[src/rtl/layer1_drain.sv]
// layer1_drain: captures a frame of MAC column sums, applies bias/saturation/ReLU, streams lanes out one per cycle.
module layer1_drain #(
    parameter int LANES = 10,
    parameter int DW    = 16
) (
    input  logic              clk,
    input  logic              globalReset,
    input  logic              col_valid,
    output logic              col_ready,
    input  logic [LANES*DW-1:0] column,
    input  logic [DW-1:0]     bias,
    output logic              out_valid,
    input  logic              out_ready,
    output logic [DW-1:0]     out_data,
    output logic [3:0]        out_index,
    output logic              out_last,
    output logic              frame_done,
    output logic              sat_sticky
);
    localparam int IW = 4;
    typedef enum logic {IDLE, SEND} state_t;
    state_t state, state_nx;
    logic [DW-1:0] result [LANES];
    logic [DW-1:0] act [LANES];
    logic [DW:0] sum [LANES];
    logic any_sat, capture, hs, last;
    // DW+1-bit sum: top bit set means negative (ReLU to 0); bit DW-1 set on a non-negative sum means positive overflow
    always_comb begin
        any_sat = 1'b0;
        for (int i = 0; i < LANES; i++) begin
            sum[i] = {column[DW*i+DW-1], column[DW*i +: DW]} + {bias[DW-1], bias};
            act[i] = sum[i][DW] ? '0 : (sum[i][DW-1] ? {1'b0, {(DW-1){1'b1}}} : sum[i][DW-1:0]);
            any_sat = any_sat | (!sum[i][DW] && sum[i][DW-1]);
        end
    end
    always_comb begin
        capture  = (state == IDLE) && col_ready && col_valid;
        hs       = (state == SEND) && out_ready;
        last     = (out_index == IW'(LANES-1));
        state_nx = capture ? SEND : ((hs && last) ? IDLE : state);
    end
    assign out_valid = (state == SEND);
    assign out_last  = out_valid && last;
    assign out_data  = result[out_index];
    always_ff @(posedge clk) begin
        if (!globalReset) begin
            state      <= IDLE;
            col_ready  <= 1'b0;
            out_index  <= '0;
            frame_done <= 1'b0;
            sat_sticky <= 1'b0;
            for (int i = 0; i < LANES; i++) result[i] <= '0;
        end else begin
            state      <= state_nx;
            col_ready  <= (state_nx == IDLE);
            frame_done <= hs && last;
            if (capture) begin
                result     <= act;
                out_index  <= '0;
                sat_sticky <= sat_sticky | any_sat;
            end else if (hs) begin
                out_index <= last ? '0 : out_index + 1'b1;
            end
        end
    end
endmodule

[config.mk]
export PLATFORM = sky130hd
export DESIGN_NAME = layer1_drain
export DESIGN_NICKNAME = d
export VERILOG_FILES = /design/src/rtl/layer1_drain.sv
export SDC_FILE = /design/constraint.sdc
export NUM_CORES = 1
export LEC_CHECK = 0
export BUFFER_PORTS_ARGS = -buffer_cell sky130_fd_sc_hd__buf_4
export CAP_MARGIN = 20
export CORE_ASPECT_RATIO = 2
export CORE_MARGIN = 2
export CORE_UTILIZATION = 50
export DETAILED_ROUTE_END_ITERATION = 16
export HOLD_SLACK_MARGIN = 0.12
export PLACE_DENSITY = 0.73
export SLEW_MARGIN = 30
export SYNTH_ARGS = -nofsm -noshare
export SYNTH_HDL_FRONTEND = slang
export SYNTH_SLANG_ARGS = --single-unit
[constraint.sdc]
create_clock -name clk -period 3.7 [get_ports clk]
set_input_delay 1.11 -clock clk [delete_from_list [all_inputs] [get_ports clk]]
set_output_delay 1.11 -clock clk [all_outputs]
set_load 0.05 [all_outputs]
==> impl_metrics.py <==
metrics = {
    "die": {
        "ios": 205,
        "initial_core_util_pct": 50.8,
        "die_h_um": 238,
        "core_mm2": 0.0270,
        "die_area_mm2": 0.0289,
        "die_w_um": 121,
        "rows": 85,
    },
    "cells_and_area": {
        "seq_area_mm2": 0.00316,
        "finalInstanceArea_mm2": 0.0172,
        "area_delta_synth_final_pct": 25.4,
        "multi_input_area_mm2": 0.0102,
        "finalNonFillerCells": 2354,
        "final_common_cell": "buf_4",
        "layout_common_cells": "325 x buf_4, 234 x nand2_1, 190 x nor2_1",
        "fin_nets": 2343,
        "final_layout_size_suffix_gt1_share_pct": 23.2,
        "antennaDiodeCount": 0,
        "num-fill-cells": 2404,
    },
    "setup_path": {
        "r2r-end": "result[13]",
        "crit_path_start_kind": "flop",
        "worstSetupEndpointType": "output port",
        "startpoint": "out_index[1]",
        "reg2reg_depth": 8,
        "worstPathRequired_ns": 2.59,
        "endpoint": "out_data[3]",
        "r2r-start": "out_valid",
        "cp_max_fo": 23,
        "r2r_setup_slack_ns": 1.14,
        "worst-setup-path-type": "flop to output port",
        "crit_arrival_ns": 2.45,
    },
    "timing": {
        "rsz0062_at_grt": "no",
        "worstMarginPinSlew_ns": 0.744,
        "min_period_ns": 3.56,
        "clock_skew_ns": 0.00503,
        "period_share_pct": 96.2,
        "slew_viol_final": 0,
        "finalSetupViolations": 0,
        "timing.hold.ws_ns": 0.442,
        "slew_headroom_pct": 50.3,
        "finalHoldViolations": 0,
        "fmax_mhz": 281,
    },
    "yosys": {
        "synth_seq_area_share_pct": 23.0,
        "synth_area_mm2": 0.0137,
        "ys_async_sr_fraction_pct": 0,
        "syn_inst": 1692,
        "synth-seq-cells": 158,
        "syn_area_per_cell_um2": 8.11,
        "ys.flop_type": "dfxtp_1",
        "synth_edf_count": 0,
        "synth_fp_nets": 2042,
        "yosys_warnings": 0,
        "synth_cell_type_count": 93,
    },
    "global_routing": {
        "grt_max_degree": 70,
        "grt_pass1_vias": 14300,
        "grt_use_total_pct": 34.5,
        "overflow": 0,
        "antenna_found_initial": 0,
        "grt_pass1_wl_um": 74600,
    },
    "route": {
        "via_count": 14100,
        "wire_per_inst_um": 21.3,
        "first_pass_iters": 5,
        "ant_nets": 0,
        "first_iter_violations": 662,
        "drc": 0,
        "vias_per_cell": 5.98,
        "wl_um": 50100,
    },
    "place": {
        "dp_hpwl_um": 41500,
        "portBuffers": 203,
        "gp_congestion": 0.953,
        "dpl-instance-area_mm2": 0.0166,
        "dp_cells": 2322,
    },
    "cts": {
        "cts_tree": "yes",
        "cts_root_buf": "clkbuf_16",
        "clk_latency_ns": 0.44,
        "cts_made_buffers": 17,
        "htree_levels": 4,
        "cts_buffer_depth": 2,
        "postCtsHoldBufs": 0,
        "clkTransAtPathRegs_ns": 0.06,
        "clkSinkCount": 158,
    },
    "job": {
        "maxCapViolCount": 0,
    },
    "power_and_ir_drop": {
        "power.leakage_nw": 7.78,
        "powerDensity_mw_per_mm2": 371,
        "total_power_mw": 6.39,
        "max-vdd-ir-drop_mv": 0.350,
    },
    "worst_hold_path": {
        "min_path_type": "flop to flop",
        "hold_start": "result[11]",
    },
    "outcome": {
        "status": "completed",
    },
}
==> what timing repair did <==
item | CTS | global route
setup buffers | 0 | 0
endpoints found under the setup margin | 0 | 1
gates resized for setup | 0 | 1
==> metal layers <==
metal / global-route usage (%) / up-vias / part of all wire, %
li1: - / 6706 / -
met1: 30.7 / 6613 / 31
met2: 63.4 / 518 / 52
met3: 5.07 / 239 / 4.6
met4: 33.7 / 0 / 12
met5: 0 / - / 0
==> metrics by stage <==
step / util (%) / setup slack, ns / TNS (ns)
2_1_floorplan: - / 0.0966 / 0
3_3_place_gp: 61.3 / -0.298 / -0.488
3_5_place_dp: 61.3 / -0.370 / -2.49
4_1_cts: 63.7 / 0.0793 / 0
5_1_grt: 63.7 / 0.0227 / 0
6_report: 63.7 / 0.140 / 0
==> where the power goes <==
part | leakage (nW) | switching, mW | internal, mW
logic | 6.18 | 1.41 | 1.10
clock network | 0.311 | 0.743 | 1.17
registers | 1.29 | 0.129 | 1.84
total | 7.78 | 2.28 | 4.11
==> layout make-up <==
| type | count | share of cell area, % |
|---|---|---|
| Multi-Input combinational cell | 1433 | 59.3 |
| Sequential cell | 158 | 18.4 |
| Timing Repair Buffer | 332 | 15.0 |
| Clock buffer | 20 | 2.65 |
| Tap cell | 348 | 2.53 |
| Inverter | 51 | 1.11 |
| Clock inverter | 12 | 1.08 |
==> cell families (layout without fill, tap and decap cells) <==
logic type	after synthesis	after routing	share of synthesized area, %
muxes	65	65	7.49
buffers and inverters	101	415	3.14
AOI/OAI and AO/OA	501	501	23.8
adders and majority gates	170	170	16.0
and+or+nand+nor	571	571	18.1
xor gates and xnor gates	125	125	8.39
other	1	1	0.0273
DFF	158	158	23.0
==> critical path: stages (launching register included) <==
cell	delay, ns
dfxtp_1	0.77
buf_12	0.26
mux4_2	0.34
mux2i_1	0.24
o22ai_1	0.15
buf_4	0.23
==> flip-flops by register name (all words and copies together) (netlist names) <==
register    count
col_ready       1
frame_done      1
out_index       4
out_valid       1
result        150
sat_sticky      1
==> cells in the mapped netlist (all sizes together), types with 3 or more instances <==
cell type	number	area share, %
nand2	234	6.4
o21ai	211	7.8
nor2	191	5.2
ha	160	15
dfxtp	158	23
a21oi	98	3.7
xnor2	92	6.1
inv	51	1.4
a21o	44	2.4
mux2i	33	2.4
xor2	33	2.2
mux4	30	4.9
nand3	26	0.98
buf	25	1.0
clkbuf	25	0.71
nor2b	23	1.0
nor3	23	0.84
and3	16	0.73
o22ai	16	0.77
a31oi	14	0.73
o21a	14	0.77
o21bai	14	0.77
a211oi	12	0.80
fa	10	1.5
o211ai	10	0.55
or3	10	0.49
and2	9	0.42
nand2b	9	0.41
nand4	9	0.41
o31ai	9	0.77
or2	9	0.43
o41ai	7	0.75
a221oi	6	0.60
o2111ai	6	0.47
a2111oi	4	0.30
a211o	4	0.26
a21boi	4	0.25
a311oi	4	0.35
a41oi	4	0.31
a311o	3	0.23
a32oi	3	0.19
and4	3	0.19
==> worst min path at each step <==
stage	endpoint	slack [ns]	cells after the start
after floorplan	result[112]	0.41	2
after global placement	result[11]	0.43	2
after detailed placement	result[11]	0.43	2
after CTS	result[11]	0.44	2
after global routing	result[119]	0.46	2
final	result[11]	0.44	2
Note: power is estimated with default switching activity, not from simulation.
